File: config.mk
export PLATFORM = sky130hd
export DESIGN_NAME = k_l_window_drain
export DESIGN_NICKNAME = d
export VERILOG_FILES = /design/src/rtl/k_l_window_drain_pkg.sv /design/src/rtl/k_l_out_fifo.sv /design/src/rtl/k_l_window_drain.sv
export SDC_FILE = /design/constraint.sdc
export NUM_CORES = 1
export LEC_CHECK = 0
export BUFFER_PORTS_ARGS = -buffer_cell sky130_fd_sc_hd__buf_4
export CAP_MARGIN = 25
export CELL_PAD_IN_SITES_DETAIL_PLACEMENT = 1
export CELL_PAD_IN_SITES_GLOBAL_PLACEMENT = 1
export CORE_ASPECT_RATIO = 0.6
export CORE_MARGIN = 1
export CORE_UTILIZATION = 46
export DETAILED_ROUTE_END_ITERATION = 6
export GPL_TIMING_DRIVEN = 1
export PLACE_DENSITY = 0.89
export SLEW_MARGIN = 40
export SYNTH_ARGS = -nofsm -noshare
export SYNTH_HDL_FRONTEND = slang
export SYNTH_SLANG_ARGS = --single-unit
File: constraint.sdc
create_clock -name clk -period 3.7 [get_ports clk]
set_clock_uncertainty 0.1 [all_clocks]
set_input_delay 0.185 -clock clk [delete_from_list [all_inputs] [get_ports clk]]
set_output_delay 0.185 -clock clk [all_outputs]
set_load 0.01 [all_outputs]
File: src/rtl/k_l_window_drain_pkg.sv
// Shared definitions for the k/l anonymizer window drain stage.
// Drain state encoding and the fully-masked q_id mask value.
package k_l_window_drain_pkg;

  localparam int unsigned ADDR_WIDTH_DEF      = 12;
  localparam int unsigned Q_ID_WIDTH_DEF      = 32;
  localparam int unsigned Q_ID_MASK_WIDTH_DEF = 6;
  localparam int unsigned S_ATTR_WIDTH_DEF    = 32;

  // Mask count meaning every q_id bit is suppressed; the anonymizer uses the same value.
  localparam int unsigned Q_ID_MASK_ALL = Q_ID_WIDTH_DEF;

  typedef enum logic [1:0] {
    IDLE  = 2'd0,
    ARMED = 2'd1,
    DRAIN = 2'd2
  } drain_state_e;

endpackage

File: src/rtl/k_l_out_fifo.sv
// Two-entry registered FIFO; the head entry drives the output stream directly.
module k_l_out_fifo #(
  parameter int unsigned DATA_WIDTH = 8
) (
  input  logic                  clk,
  input  logic                  rst_n,
  input  logic                  push,
  input  logic [DATA_WIDTH-1:0] push_data,
  input  logic                  pop,
  output logic                  head_valid,
  output logic [DATA_WIDTH-1:0] head_data,
  output logic [1:0]            occupancy
);

  logic [DATA_WIDTH-1:0] tail_q;
  logic                  tail_vld;
  logic                  pop_c;

  assign pop_c = pop & head_valid;

  always_ff @(posedge clk or negedge rst_n) begin
    if (!rst_n) begin
      head_valid <= 1'b0;
      head_data  <= '0;
      tail_vld   <= 1'b0;
      tail_q     <= '0;
      occupancy  <= 2'd0;
    end else begin
      occupancy <= occupancy + 2'(push) - 2'(pop_c);
      if (pop_c) begin
        // Tail moves up to head; a simultaneous push refills whichever slot frees up.
        if (tail_vld) begin
          head_data  <= tail_q;
          head_valid <= 1'b1;
          tail_vld   <= push;
          if (push) tail_q <= push_data;
        end else begin
          head_valid <= push;
          if (push) head_data <= push_data;
        end
      end else if (push) begin
        if (!head_valid) begin
          head_data  <= push_data;
          head_valid <= 1'b1;
        end else begin
          tail_q   <= push_data;
          tail_vld <= 1'b1;
        end
      end
    end
  end

endmodule

File: src/rtl/k_l_window_drain.sv
// Drains one anonymized window from the k/l anonymizer buffer onto a valid/ready stream.
// Optional K_L_DRAIN_STATS_EN adds supp_count (fully masked tuples per window).
module k_l_window_drain
  import k_l_window_drain_pkg::*;
#(
  parameter int unsigned ADDR_WIDTH      = ADDR_WIDTH_DEF,
  parameter int unsigned Q_ID_WIDTH      = Q_ID_WIDTH_DEF,
  parameter int unsigned Q_ID_MASK_WIDTH = Q_ID_MASK_WIDTH_DEF,
  parameter int unsigned S_ATTR_WIDTH    = S_ATTR_WIDTH_DEF
) (
  input  logic                       clk,
  input  logic                       rst_n,
  input  logic [ADDR_WIDTH:0]        window_size,
  input  logic                       all_finished,
  output logic [ADDR_WIDTH-1:0]      read_address,
  input  logic [Q_ID_WIDTH-1:0]      q_id_in,
  input  logic [Q_ID_MASK_WIDTH-1:0] q_id_mask_in,
  input  logic [S_ATTR_WIDTH-1:0]    s_attr_in,
  output logic                       write_allow,
  output logic                       m_valid,
  input  logic                       m_ready,
  output logic [Q_ID_WIDTH-1:0]      m_q_id,
  output logic [Q_ID_MASK_WIDTH-1:0] m_q_id_mask,
  output logic [S_ATTR_WIDTH-1:0]    m_s_attr,
  output logic                       m_last,
  output logic                       window_done,
`ifdef K_L_DRAIN_STATS_EN
  output logic [ADDR_WIDTH:0]        supp_count,
`endif
  output logic                       proto_err
);

  localparam int unsigned CNT_W  = ADDR_WIDTH + 1;
  localparam int unsigned DATA_W = 1 + Q_ID_MASK_WIDTH + Q_ID_WIDTH + S_ATTR_WIDTH;
  localparam logic [CNT_W-1:0] MAX_WIN = CNT_W'(1) << ADDR_WIDTH;

  drain_state_e state_q, state_d;
  logic             done_d;
  logic [CNT_W-1:0] win_q, issue_cnt_q, win_clamped_c;
  logic             inflight_q, inflight_last_q;
  logic             start_c, issue_c, pop_c, last_pop_c;
  logic [1:0]       occupancy;
  logic [2:0]       credit_used_c;
  logic [DATA_W-1:0] head_data;

  assign win_clamped_c = (window_size > MAX_WIN) ? MAX_WIN : window_size;
  assign start_c       = (state_q == ARMED) && all_finished;
  assign pop_c         = m_valid && m_ready;
  assign last_pop_c    = pop_c && m_last;

  // A transfer this cycle frees a slot, so count it back to sustain one tuple per cycle.
  assign credit_used_c = 3'(occupancy) + 3'(inflight_q);
  assign issue_c       = (state_q == DRAIN) && (issue_cnt_q < win_q) &&
                         (credit_used_c < (3'd2 + 3'(pop_c)));

  assign read_address = issue_cnt_q[ADDR_WIDTH-1:0];

  always_ff @(posedge clk or negedge rst_n) begin
    if (!rst_n) state_q <= IDLE;
    else        state_q <= state_d;
  end

  always_comb begin
    state_d = state_q;
    done_d  = 1'b0;
    case (state_q)
      IDLE: begin
        if (!all_finished) state_d = ARMED;
      end
      ARMED: begin
        if (all_finished) begin
          if (win_clamped_c == '0) begin
            state_d = IDLE;
            done_d  = 1'b1;
          end else begin
            state_d = DRAIN;
          end
        end
      end
      DRAIN: begin
        if (last_pop_c) begin
          state_d = IDLE;
          done_d  = 1'b1;
        end
      end
      default: state_d = IDLE;
    endcase
  end

  // Registered control outputs and the issue side of the read pipeline.
  always_ff @(posedge clk or negedge rst_n) begin
    if (!rst_n) begin
      window_done     <= 1'b0;
      write_allow     <= 1'b1;
      proto_err       <= 1'b0;
      win_q           <= '0;
      issue_cnt_q     <= '0;
      inflight_q      <= 1'b0;
      inflight_last_q <= 1'b0;
    end else begin
      window_done     <= done_d;
      write_allow     <= (state_d != DRAIN);
      proto_err       <= proto_err | ((state_q == DRAIN) && !all_finished);
      inflight_q      <= issue_c;
      inflight_last_q <= issue_c && (issue_cnt_q == (win_q - CNT_W'(1)));
      if (start_c) begin
        win_q       <= win_clamped_c;
        issue_cnt_q <= '0;
      end else if (issue_c) begin
        issue_cnt_q <= issue_cnt_q + CNT_W'(1);
      end
    end
  end

  k_l_out_fifo #(
    .DATA_WIDTH (DATA_W)
  ) u_out_fifo (
    .clk        (clk),
    .rst_n      (rst_n),
    .push       (inflight_q),
    .push_data  ({inflight_last_q, q_id_mask_in, q_id_in, s_attr_in}),
    .pop        (pop_c),
    .head_valid (m_valid),
    .head_data  (head_data),
    .occupancy  (occupancy)
  );

  assign m_last      = head_data[DATA_W-1];
  assign m_q_id_mask = head_data[S_ATTR_WIDTH+Q_ID_WIDTH +: Q_ID_MASK_WIDTH];
  assign m_q_id      = head_data[S_ATTR_WIDTH +: Q_ID_WIDTH];
  assign m_s_attr    = head_data[S_ATTR_WIDTH-1:0];

`ifdef K_L_DRAIN_STATS_EN
  // Fully masked tuples counted as they are accepted; held until the next drain starts.
  always_ff @(posedge clk or negedge rst_n) begin
    if (!rst_n) begin
      supp_count <= '0;
    end else if (start_c) begin
      supp_count <= '0;
    end else if (pop_c && (m_q_id_mask == Q_ID_MASK_WIDTH'(Q_ID_MASK_ALL))) begin
      supp_count <= supp_count + CNT_W'(1);
    end
  end
`endif

endmodule
* Word-level counts from Yosys, hierarchy flattened
Index checks and enable logic that the tools add are counted.
** Storage, ports and cells
- Flip-flop bits (word level) :: 179
- Input port bits :: 87
- Output and inout bits :: 87
- Word-level logic and storage cells :: 76
** Operators by class
- Add/subtract/negate cells :: 6
- Order comparisons :: 3
- Eq/ne operators :: 7
- Mux-type cells :: 28
- Bitwise logic cells :: 2
- Reductions and logical operators :: 17
** Operators by type and width (count)
- 2-to-1 mux 71 bit :: 9
- 2-to-1 mux 13 bit :: 3
- adder 13 x 1 -> 13 bit (second input constant) :: 1
- == test 13 bit :: 1
- greater-than comparator 13 bit (second input constant) :: 1
- zero test 13 bit :: 1
- < comparator 13 bit :: 1
- subtractor 13 x 1 -> 13 bit (second input constant) :: 1
- 2-to-1 mux 1 bit :: 10
- 2-to-1 mux 2 bit :: 4
- nonzero test 2 bit :: 4
- logical AND 1 bit :: 7
- != test 2 bit (second input constant) :: 3
- one-hot mux 2 bit (3 select lines) :: 1
- AND reduction 4 bit :: 1
- adder 2 x 1 -> 3 bit :: 1
- adder 2 x 1 -> 3 bit (first input constant) :: 1
- < comparator 3 bit :: 1
- AND reduction 3 bit :: 1
- adder 2 x 1 -> 2 bit :: 1
- == test 2 x 1 -> 1 bit (second input constant) :: 1
- == test 2 bit (second input constant) :: 1
- zero test 2 bit :: 1
- != test 2 x 1 -> 1 bit (second input constant) :: 1
- other kinds (6) :: 6

* Logic depth before layout (Yosys ltp)
Gate-level depths: netlist of run 1.
- Word-level depth :: 7
- Gate-level depth with buffers :: 9

* Hierarchy
Synthesis of run 1 repeated with hierarchy kept, for this count alone.
** Unflattened totals
- Cell total of the unflattened synthesis :: 840
- Area, all modules :: 9401.5 µm²
** Modules (own cells, without submodules)
- k_l_out_fifo :: times used 1, cells each 572, area an instance 7078.0 µm², sequential area each 3653.5 µm²
- k_l_window_drain :: times used 1, cells each 268, area an instance 2323.5 µm², sequential area each 827.0 µm²

* Least setup slack after synthesis of run 1
OpenSTA, ideal clock, no wires.
- Kind :: reg-to-reg
- Start point :: reg inflight_q
- End point :: reg issue_cnt_q[5]
- Arrival :: 2205 ps
- Required time :: 3460 ps
- Path slack :: 1255 ps
- Cell stages (with the launch flop) :: 9
- Buffers on the path :: 1
- Cells stage by stage :: dfrtp_1 -> ha_1 -> nand3b_1 -> a2111o_1 -> a221oi_4 -> nand2_2 -> buf_6 -> o311ai_0 -> o41ai_1
** On the way
- Longest elaborated chain between the ends :: 4
** RTL lines
- from (decl) :: line k_l_window_drain.sv:40 : logic inflight_q, inflight_last_q;
- from (signal assigned) :: line k_l_window_drain.sv:104 : inflight_q <= issue_c;
- adder 2 x 1 -> 3 bit :: line k_l_window_drain.sv:52 : assign credit_used_c = 3'(occupancy) + 3'(inflight_q);
- < comparator 3 bit :: line k_l_window_drain.sv:54 : (credit_used_c < (3'd2 + 3'(pop_c)));
- logical AND 1 bit :: line k_l_window_drain.sv:53 : assign issue_c = (state_q == DRAIN) && (issue_cnt_q < win_q) &&
- nonzero test 2 bit (no line)
- to (signal assigned) :: line k_l_window_drain.sv:110 : issue_cnt_q <= issue_cnt_q + CNT_W'(1);
- to (decl) :: line k_l_window_drain.sv:39 : logic [CNT_W-1:0] win_q, issue_cnt_q, win_clamped_c;
Every way passes these cells.
A chain may end at the register's enable or synchronous reset.

* Worst setup path in the final report of run 1
- Start point :: reg inflight_q
- End point :: reg issue_cnt_q[11]
Same word-level chain as after synthesis.

==> results of run 1 <==
==> state kept, by name, indices dropped and copies added, names as in the netlist, 2 cells and up <==
| signal | count |
|---|---|
| state_q | 2 |
| win_q | 13 |
| u_out_fifo.occupancy | 2 |
| u_out_fifo.tail_q | 71 |
| issue_cnt_q | 13 |
| u_out_fifo.head_data | 71 |
==> worst min path at each step <==
stage          startpoint                                end  slack [ps]  depth (start not counted)
6_report          m_ready  u_out_fifo.head_valid$_DFFE_PN0P_          90                          4
5_1_grt           m_ready  u_out_fifo.head_valid$_DFFE_PN0P_         110                          4
4_1_cts           m_ready  u_out_fifo.head_valid$_DFFE_PN0P_          90                          4
3_5_place_dp        rst_n         issue_cnt_q[8]$_DFFE_PN0P_         210                          1
3_3_place_gp        rst_n         issue_cnt_q[8]$_DFFE_PN0P_         200                          1
2_1_floorplan       rst_n          inflight_last_q$_DFF_PN0_        -210                          0
==> power by group <==
| group | switching (uW) | total (uW) | internal (uW) |
|---|---|---|---|
| Sequential | 534 | 3200 | 2670 |
| Combinational | 1550 | 2830 | 1280 |
| Clock | 899 | 1800 | 900 |
| Total | 2980 | 7830 | 4850 |
==> metal layers <==
| metal | vias up | global-route usage [%] |
|---|---|---|
| met1 | 3420 | 38.2 |
| met2 | 202 | 54.5 |
| li1 | 3056 | - |
| met5 | - | 0 |
| met3 | 44 | 7.44 |
| met4 | 0 | 8.20 |
==> cell usage after synthesis (7+ instances only) <==
master	count	area (sq um)
mux2_2	71	800
a21oi_1	13	65.1
xor2_1	7	61.3
nand4_1	8	50.1
clkbuf_1	30	113
inv_1	27	101
buf_2	7	35.0
mux2i_1	72	721
ha_1	23	288
nor2_1	14	52.6
buf_4	12	90.1
dfrtp_1	178	4450
o21ai_0	90	450
xnor2_1	21	184
nand3_1	11	55.1
nand2_1	101	379
==> cell families after synthesis <==
logic type | after synthesis | synth area share (%)
AO/OA/AOI/OAI | 125 | 8.63
flip-flops | 179 | 53.6
buffers and inverters | 77 | 4.19
adder cells (fa/ha/maj) | 23 | 3.44
multiplexers | 143 | 18.2
AND/OR/NAND/NOR | 169 | 9.07
XOR/XNOR | 28 | 2.93
==> area by class of cell <==
cell class / count / share of cell area [%]
flip-flops and latches: 179 / 39.8
multi-input cells: 488 / 31.6
repair buffers: 266 / 20.0
clock buffers: 18 / 3.81
well taps: 234 / 2.60
clock inverters: 14 / 1.24
inverters: 27 / 0.900
diodes: 3 / 0.0667
==> critical path, delay by kind of cell (launching register included) <==
kind,cells,cell delay [ps]
fa+ha+maj,1,310
compound gates,3,1060
simple gates,3,820
flops,1,450
==> metrics by stage <==
step | total power, uW | utilization (%)
2_1_floorplan | 4560 | -
3_5_place_dp | 5780 | 56.3
4_1_cts | 7690 | 64.4
6_report | 7830 | 64.5
3_3_place_gp | 5570 | 56.3
5_1_grt | 8280 | 64.5
==> what timing repair did <==
action / in CTS / in global routing
gates resized for setup: 0 / 0
setup buffers: 0 / 0
hold endpoints to repair: 221 / 0
hold buffers: 85 / 0
==> flow_summary.toml, run 1 <==
[detailed_routing]
route.detailed.wl_per_inst_microns = 22.5
detail_route.vias_per_cell = 5.47
postRouteWirelength_microns = 27700
highest-signal-layer = "met4"
num_vias = 6722
met2_length_microns = 14000
wirelength_met1_microns = 11600
ant_nets = 0
drtIter0Drc = 422
met3RoutedLength_microns = 1640
remaining_drc_errors = 0
detailedRoute.firstPassIterationCount = 5

[critical_path]
worst-endpoint-required_ps = 3950
critical_path_peak_fanout = 11
critPathMaxStageDelay_ps = 500
ff2ff_setup_slack_ps = 870
r2r_cells = 7
cells_traversed_along_the_worst_timing_path = "ha_1 > nand3b_1 > a2111o_1 > a221oi_4 > nand2_2 > or3_1 > a21oi_1"
crit_path_start = "inflight_q$_DFF_PN0_"
cpMaxStageDelayCell = "a2111o_1"
regToRegStartpoint = "inflight_q$_DFF_PN0_"
startpoint_type = "flip-flop"
timing.critical_path.to = "issue_cnt_q[11]$_DFFE_PN0P_"
critical_path.endpoint_type = "flip-flop"
cp.arrival_ps = 3080
worst_r2r_endpoint = "issue_cnt_q[11]$_DFFE_PN0P_"
critical_path_class = "reg2reg"

[yosys]
postSynthNetCount = 854
synthFlopType = "dfrtp_1"
synthesis.yosys.warnings = 0
netlist_instances = 744
synth_sequential_area_ratio_pct = 53.6
synth.ff_latch_count = 179
syn-cell-area_sq_mm = 0.00836
synth_cell_types = 48
synth.avg_cell_area_sq_um = 11.2
ys_async_sr_fraction_pct = 100
number_of_synthesized_flops_with_an_enable_pin = 0

[timing]
fin_crit_ps = 2830
max_slew_violation_count = 0
setup-violations-final = 0
final-hold-violation-count = 0
period_share_pct = 76.6
tightest_slew_ps = 726
hold_slack_ps = 89.7
rsz0062_at_grt = "false"
totalNegativeSetupSlack_ps = 0
layout_setup_ws_ps = 867
max_freq_mhz = 353
slew-limit-headroom_pct = 51.4

[floorplan]
initial_core_util_pct = 47.9
chipHeight_microns = 106
fp-row-count = 37
coreArea_sq_mm = 0.0175
dieArea_sq_mm = 0.0187
num_io_pins = 174
die_w_microns = 176

[pwr]
pwrdens_mw_per_mm2 = 696
power.static_leakage_uw = 0.00592
vdd_ir_drop_max_v = 0.000386

[final_layout]
post_layout_net_count = 1089
layout.cells.most_common = "dfrtp_1"
finalNonFillerCells = 1229
fill_cells = 1808
stdcell_area_sq_mm = 0.0113
layout-drive-gt1-share_pct = 29.7
area_delta_synth_final_pct = 34.7
register_area_sq_mm = 0.00448
area_of_the_multi_input_gates_sq_mm = 0.00356
most-common-layout-cells = "dfrtp_1 (178), buf_4 (177), nand2_1 (100)"

[clock_tree]
clock_tree.root_cell = "clkbuf_16"
ctsLongestPathBuffers = 2
clkTransAtPathRegs_ps = 80
clock_tree_from_tritoncts = "built"
htreeDepth = 4
cts-buffers-inserted = 17
clock_sinks = 179
clk_latency_ps = 430

[placed_design]
numPortBuffers = 173
placedInstanceArea_sq_mm = 0.00982
number_of_placed_instances_taps_included = 1109
place.detailed.hpwl_microns = 16100
detailedPlace.worstSlack_ps = 947
gp_routability_congestion = 0.866

[grt]
grt_first_pass_wirelength_microns = 43700
grt_usage_pct = 31.0
first_global_vias = 7556
initial_antenna_violation_count = 3
global_route.overflow_total = 0
grt_max_degree = 143

[min_path]
min_path_type = "in2reg"

[run_status]
run_status = "complete, no violations"

[job]
max_cap_viol_count = 0
(Power assumes the default switching activity.)
==> inputs of run 2 (changes only) <==
--- a/config.mk
+++ b/config.mk
@@ -5,16 +5,17 @@
 export SDC_FILE = /design/constraint.sdc
 export NUM_CORES = 1
 export LEC_CHECK = 0
+export ABC_AREA = 1
 export BUFFER_PORTS_ARGS = -buffer_cell sky130_fd_sc_hd__buf_4
 export CAP_MARGIN = 25
 export CELL_PAD_IN_SITES_DETAIL_PLACEMENT = 1
 export CELL_PAD_IN_SITES_GLOBAL_PLACEMENT = 1
 export CORE_ASPECT_RATIO = 0.6
 export CORE_MARGIN = 1
-export CORE_UTILIZATION = 46
+export CORE_UTILIZATION = 37
 export DETAILED_ROUTE_END_ITERATION = 6
 export GPL_TIMING_DRIVEN = 1
-export PLACE_DENSITY = 0.89
+export PLACE_DENSITY = 0.8
 export SLEW_MARGIN = 40
 export SYNTH_ARGS = -nofsm -noshare
 export SYNTH_HDL_FRONTEND = slang
==> constraint.sdc (replaced) <==
create_clock -name clk -period 2.3 [get_ports clk]
set_clock_uncertainty 0.1 [all_clocks]
set_input_delay 0.115 -clock clk [delete_from_list [all_inputs] [get_ports clk]]
set_output_delay 0.115 -clock clk [all_outputs]
set_load 0.01 [all_outputs]
==> run 2 against run 1 <==
  * Wire length shrank 3.7%
  * Sequential power grew 64%
  * Worst setup slack got worse by 720 ps
  * Sequential cell count is the same
  * Worst hold slack better by 15 ps
  * Register-to-register slack got worse by 720 ps
  * Synthesized cell count is 37% higher
  * Sequential share of layout area down 2.2 points
  * Combinational power rose by 88%
  * Die area grew 30%
  * Final cell count is 30% higher
  * Design area grew 5.9%
  * Critical path type unchanged
==> flow_summary.toml, run 2 <==
[pwr]
share_seq_of_total_power_pct = 38.8
power_switching_uw = 4870
pwrdens_mw_per_mm2 = 1140
power.static_leakage_uw = 0.00590
clkPwrFrac_pct = 22.0
power.share.switching_pct = 36.0
comb_power_share_pct = 39.2
internal-power_uw = 8670
vdd_ir_drop_max_v = 0.000570
finalPower_uw = 13500

[critical_path]
cpMaxStageDelayCell = "dfrtp_1"
critPathMaxStageDelay_ps = 420
cp.arrival_ps = 2380
startpoint_type = "flip-flop"
critical_path_peak_fanout = 14
worst-endpoint-required_ps = 2530
timing.critical_path.max_delay_family = "simple AND/OR/NAND/NOR gates"
critical_path_class = "reg2reg"
cell_type_with_the_highest_occurrence_count_on_the_critical_path = "nand2_1"
cp_num_buf_inv = 2
cells_traversed_along_the_worst_timing_path = "inv_1 > ha_1 > a21oi_1 > o21ai_0 > o21ai_0 > nand2_1 > nand2_1 > nand2_2 > buf_6 > nand3_1 > nand2_1"
critical_path.endpoint_type = "flip-flop"

[detailed_routing]
remaining_drc_errors = 0
detail_route.vias_per_cell = 4.98
num_vias = 7931
route.detailed.wl_per_inst_microns = 16.8
drtIter0Drc = 282
ant_nets = 0
postRouteWirelength_microns = 26700
detailedRoute.firstPassIterationCount = 4

[yosys]
synth.avg_cell_area_sq_um = 8.59
number_of_synthesized_flops_with_an_enable_pin = 0
syn-cell-area_sq_mm = 0.00876
synth.ff_latch_count = 179
ys_top_cells_by_area = "dfrtp_1 (51%), nand2_1 (10%), o21ai_0 (6.3%)"
postSynthNetCount = 1130
synthesis.yosys.warnings = 0
synth_cell_types = 34
ys_async_sr_fraction_pct = 100
synth_common_cells = "nand2_1 (244), dfrtp_1 (178), inv_1 (119), o21ai_0 (110), o21a_1 (71)"
yosysTopAreaCellShare_pct = 50.9
synth_sequential_area_ratio_pct = 51.2
netlist_instances = 1020
synthMostInstantiatedCell = "nand2_1"
synthDominantAreaCellType = "dfrtp_1"
synthFlopType = "dfrtp_1"

[timing]
max_slew_violation_count = 0
totalNegativeSetupSlack_ps = 0
tightest_slew_ps = 609
max_freq_mhz = 465
layout_setup_ws_ps = 150
period_share_pct = 93.5
rsz0062_at_grt = "false"
final-hold-violation-count = 0
fin_crit_ps = 2150
setup-violations-final = 0
hold_slack_ps = 104
slew-limit-headroom_pct = 59.4

[placed_design]
gp_routability_congestion = 0.892
numPortBuffers = 173
detailedPlace.worstSlack_ps = 112
place.detailed.hpwl_microns = 17300

[grt]
initial_antenna_violation_count = 0
grt_first_pass_wirelength_microns = 43600
grt_max_degree = 144
first_global_vias = 8369
grt_usage_pct = 22.8
global_route.overflow_total = 0

[final_layout]
layout.cells.most_common = "nand2_1"
post_layout_net_count = 1375
area_of_the_multi_input_gates_sq_mm = 0.00351
most-common-layout-cells = "nand2_1 (243), buf_4 (195), dfrtp_1 (177)"
register_area_sq_mm = 0.00448
largest_registers_ranked_by_flip_flop_count = "u_out_fifo.head_data (71), u_out_fifo.tail_q (71)"
layout-drive-gt1-share_pct = 19.2
fill_cells = 2709
final_core_utilization_pct = 51.6
area_delta_synth_final_pct = 36.2
n_antenna_cell = 0

[clock_tree]
clk_latency_ps = 440
clock_tree.root_cell = "clkbuf_16"
ctsLongestPathBuffers = 2
clock_sinks = 179
clock_tree_from_tritoncts = "built"
htreeDepth = 4
clkTransAtPathRegs_ps = 70
cts-buffers-inserted = 17

[min_path]
min_path_type = "in2async"

[floorplan]
fp-row-count = 43
initial_core_util_pct = 37.9
coreArea_sq_mm = 0.0231
die_w_microns = 201
num_io_pins = 174
dieArea_sq_mm = 0.0243
chipHeight_microns = 121

[run_status]
run_status = "complete, no violations"

[job]
max_cap_viol_count = 0
## run 2: cell count changes after synthesis, sizes merged, moves of 21 or more
cell / change
nand2: +144
inv: +93
mux2i: -72
mux2: -71
o21a: +71
nor2: +40
nand3: +29
buf: +26
o211ai: +21
o21ai: +21
## run 2: cell type report
type / instances / share of cell area (%)
clock buffer: 24 / 4.12
multi-input combinational: 656 / 29.4
clock inverter: 7 / 0.818
sequential: 179 / 37.6
tap: 315 / 3.30
timing repair inverter: 1 / 0.0629
inverter: 120 / 3.81
timing repair buffer: 290 / 20.9
## run 2: worst paths after layout
check                      slack (ps)                               from                                    to  cells past startpoint
hold / removal                    100                              rst_n  u_out_fifo.head_data[62]$_DFFE_PN0P_                      2
setup reg to reg                  150               win_q[4]$_DFFE_PN0P_           issue_cnt_q[12]$_DFFE_PN0P_                     11
min in group clk                  360                       all_finished                   proto_err$_DFF_PN0_                      3
hold reg to reg                   380  u_out_fifo.tail_q[25]$_DFFE_PN0P_     u_out_fifo.tail_q[25]$_DFFE_PN0P_                      2
max in group asynchronous        1270                              rst_n                 write_allow$_DFF_PN1_                      3
setup / recovery                  150               win_q[4]$_DFFE_PN0P_           issue_cnt_q[12]$_DFFE_PN0P_                     11
## run 2: power groups by stage
stage / Combinational (uW) / Sequential, uW / Clock (uW)
2_1_floorplan: 2780 / 5360 / 0
3_3_place_gp: 4890 / 5200 / 0
3_5_place_dp: 5120 / 5270 / 0
4_1_cts: 5260 / 5230 / 3060
5_1_grt: 5900 / 5410 / 3170
6_report: 5310 / 5250 / 2980
## run 2: metrics by stage
step | instance area, sq um | std cells
CTS | 11900 | 1591
detailed placement | 10500 | 1474
global route | 11900 | 1592
finish | 11900 | 1592
floorplan | 8760 | 1020
global placement | 10500 | 1474
## run 2: kinds of logic (layout without fill, tap and decap cells)
| logic type | count (synthesis) | in the layout | share of synthesized area [%] |
|---|---|---|---|
| AND/OR/NAND/NOR | 359 | 359 | 16.7 |
| buffers and inverters | 185 | 442 | 8.99 |
| AO/OA/AOI/OAI | 250 | 250 | 17.5 |
| XOR/XNOR | 24 | 24 | 2.40 |
| flip-flops | 179 | 179 | 51.2 |
| adder cells (fa/ha/maj) | 23 | 23 | 3.29 |
## run 2: metal layers
layer	routed length (microns)	GRT usage, %	vias up	part of all wire [%]
met5	0	0	-	0
met2	12700	37.3	190	48
li1	-	-	3779	-
met1	12600	30.9	3940	47
met4	312	6.30	0	1.2
met3	1110	4.56	22	4.2
## run 2: timing repair
action	4_1_cts	5_1_grt
hold endpoints to repair	269	0
hold buffers	86	0
setup endpoints to repair	0	13
buffers inserted	0	0
resized for setup	0	6
==> inputs of run 3 (changes only) <==
--- a/config.mk
+++ b/config.mk
@@ -14,7 +14,7 @@
 export CORE_MARGIN = 1
 export CORE_UTILIZATION = 37
 export DETAILED_ROUTE_END_ITERATION = 6
-export GPL_TIMING_DRIVEN = 1
+export MAX_ROUTING_LAYER = met4
 export PLACE_DENSITY = 0.8
 export SLEW_MARGIN = 40
 export SYNTH_ARGS = -nofsm -noshare
==> run 3 against run 2 <==
  * Power about the same
  * Critical path depth unchanged
  * Worst hold slack improved by 2.4 ps
  * Sequential cell count unchanged
  * Register-to-register slack about the same
  * Sequential share of layout area unchanged
  * Wire length decreased by 0.16%
  * Non-clock buffer count unchanged
  * Via count decreased by 0.52%
  * Final cell count unchanged
  * Die area unchanged
  * Critical path type unchanged
==> flow_summary.toml, run 3 (synthesis gave the netlist of run 2 again) <==
[pwr]
comb_power_share_pct = 39.2
power.static_leakage_uw = 0.00590
pwrdens_mw_per_mm2 = 1130
clkPwrFrac_pct = 22.0
share_seq_of_total_power_pct = 38.8
finalPower_uw = 13500
power_switching_uw = 4860
vdd_ir_drop_max_v = 0.000572
internal-power_uw = 8660
power.share.switching_pct = 35.9

[detailed_routing]
detailedRoute.firstPassIterationCount = 4
num_vias = 7890
route.detailed.wl_per_inst_microns = 16.7
postRouteWirelength_microns = 26600
remaining_drc_errors = 0
ant_nets = 0
detail_route.vias_per_cell = 4.96
drtIter0Drc = 339

[floorplan]
num_io_pins = 174
fp-row-count = 43
chipHeight_microns = 121
dieArea_sq_mm = 0.0243
die_w_microns = 201
coreArea_sq_mm = 0.0231
initial_core_util_pct = 37.9

[final_layout]
largest_registers_ranked_by_flip_flop_count = "u_out_fifo.head_data (71), u_out_fifo.tail_q (71)"
layout.cells.most_common = "nand2_1"
post_layout_net_count = 1375
layout-drive-gt1-share_pct = 19.2
area_delta_synth_final_pct = 36.2
most-common-layout-cells = "nand2_1 (243), buf_4 (195), dfrtp_1 (177)"
n_antenna_cell = 0

[grt]
initial_antenna_violation_count = 0
global_route.overflow_total = 0
first_global_vias = 8357
grt_first_pass_wirelength_microns = 43600
grt_max_degree = 144
grt_usage_pct = 23.5

[critical_path]
critical_path_peak_fanout = 14
startpoint_type = "flip-flop"
critical_path.endpoint_type = "flip-flop"
critical_path_class = "reg2reg"
cp.arrival_ps = 2390
ff2ff_setup_slack_ps = 140
worst-endpoint-required_ps = 2530

[placed_design]
gp_routability_congestion = 0.907
place.detailed.hpwl_microns = 17300
numPortBuffers = 173
detailedPlace.worstSlack_ps = 112

[clock_tree]
htreeDepth = 4
clock_sinks = 179
clock_tree.root_cell = "clkbuf_16"
clock_tree_from_tritoncts = "built"
ctsLongestPathBuffers = 2
cts-buffers-inserted = 17
clk_latency_ps = 440
clkTransAtPathRegs_ps = 70

[timing]
final-hold-violation-count = 0
max_slew_violation_count = 0
slew-limit-headroom_pct = 59.8
layout_setup_ws_ps = 142
rsz0062_at_grt = "false"
fin_crit_ps = 2160
period_share_pct = 93.8
setup-violations-final = 0
tightest_slew_ps = 603
max_freq_mhz = 463
hold_slack_ps = 107
totalNegativeSetupSlack_ps = 0

[min_path]
min_path_type = "in2async"

[job]
max_cap_viol_count = 0

[run_status]
run_status = "complete, no violations"
run 3: cell counts in the layout (fill, tap and decap cells not counted):
Identical to the previous run, type by type.
run 3: area by class of cell:
| cell class | instances | area, sq um |
|---|---|---|
| Sequential cell | 179 | 4480 |
| Clock inverter | 7 | 97.6 |
| Clock buffer | 24 | 492 |
| Inverter | 120 | 454 |
| Tap cell | 315 | 394 |
| Timing Repair inverter | 1 | 7.51 |
| Timing Repair Buffer | 290 | 2490 |
| Multi-Input combinational cell | 656 | 3510 |
| Fill cell | 2709 | 11200 |
run 3: repair_timing:
action	in CTS	in global routing
hold endpoints to repair	269	0
setup buffers	0	0
endpoints found under the setup margin	0	13
gates resized for setup	0	6
hold buffers	86	0
run 3: layer usage:
metal | vias to the layer above | wire length (microns) | GRT usage (%)
li1 | 3784 | - | -
met1 | 3927 | 12500 | 30.9
met2 | 153 | 12700 | 37.4
met3 | 26 | 1150 | 4.73
met4 | 0 | 306 | 5.87
met5 | - | 0 | -
run 3: per-stage QoR:
stage	std cells	utilization (%)	instance area, sq um
finish	1592	51.6	11900
global route	1592	51.6	11900
CTS	1591	51.5	11900
detailed placement	1474	45.2	10500
global placement	1474	45.2	10500
floorplan	1020	-	8760
run 3: power groups by stage:
stage,Combinational [uW],Sequential (uW),Clock [uW]
after global routing,5900,5410,3180
after floorplan,2780,5360,0
after CTS,5260,5230,3060
final,5310,5250,2970
after global placement,4890,5200,0
after detailed placement,5120,5270,0
run 3: final timing paths:
| path | from | end | depth (start not counted) |
|---|---|---|---|
| worst min-delay path | rst_n | u_out_fifo.head_data[62]$_DFFE_PN0P_ | 2 |
| min in group clk | all_finished | proto_err$_DFF_PN0_ | 3 |
| max in group asynchronous | rst_n | write_allow$_DFF_PN1_ | 3 |
| worst max-delay path | win_q[4]$_DFFE_PN0P_ | issue_cnt_q[12]$_DFFE_PN0P_ | 11 |
| worst max register to register | win_q[4]$_DFFE_PN0P_ | issue_cnt_q[12]$_DFFE_PN0P_ | 11 |
| worst min register to register | u_out_fifo.tail_q[25]$_DFFE_PN0P_ | u_out_fifo.tail_q[25]$_DFFE_PN0P_ | 2 |
run 3: worst max-delay path, cell delays in order, from the launching register on:
cell and delay, ps:
dfrtp_1 420, inv_1 160, ha_1 280, a21oi_1 170, o21ai_0 90, o21ai_0 180, nand2_1 80, nand2_1 90
nand2_2 120, buf_6 190, nand3_1 100, nand2_1 70
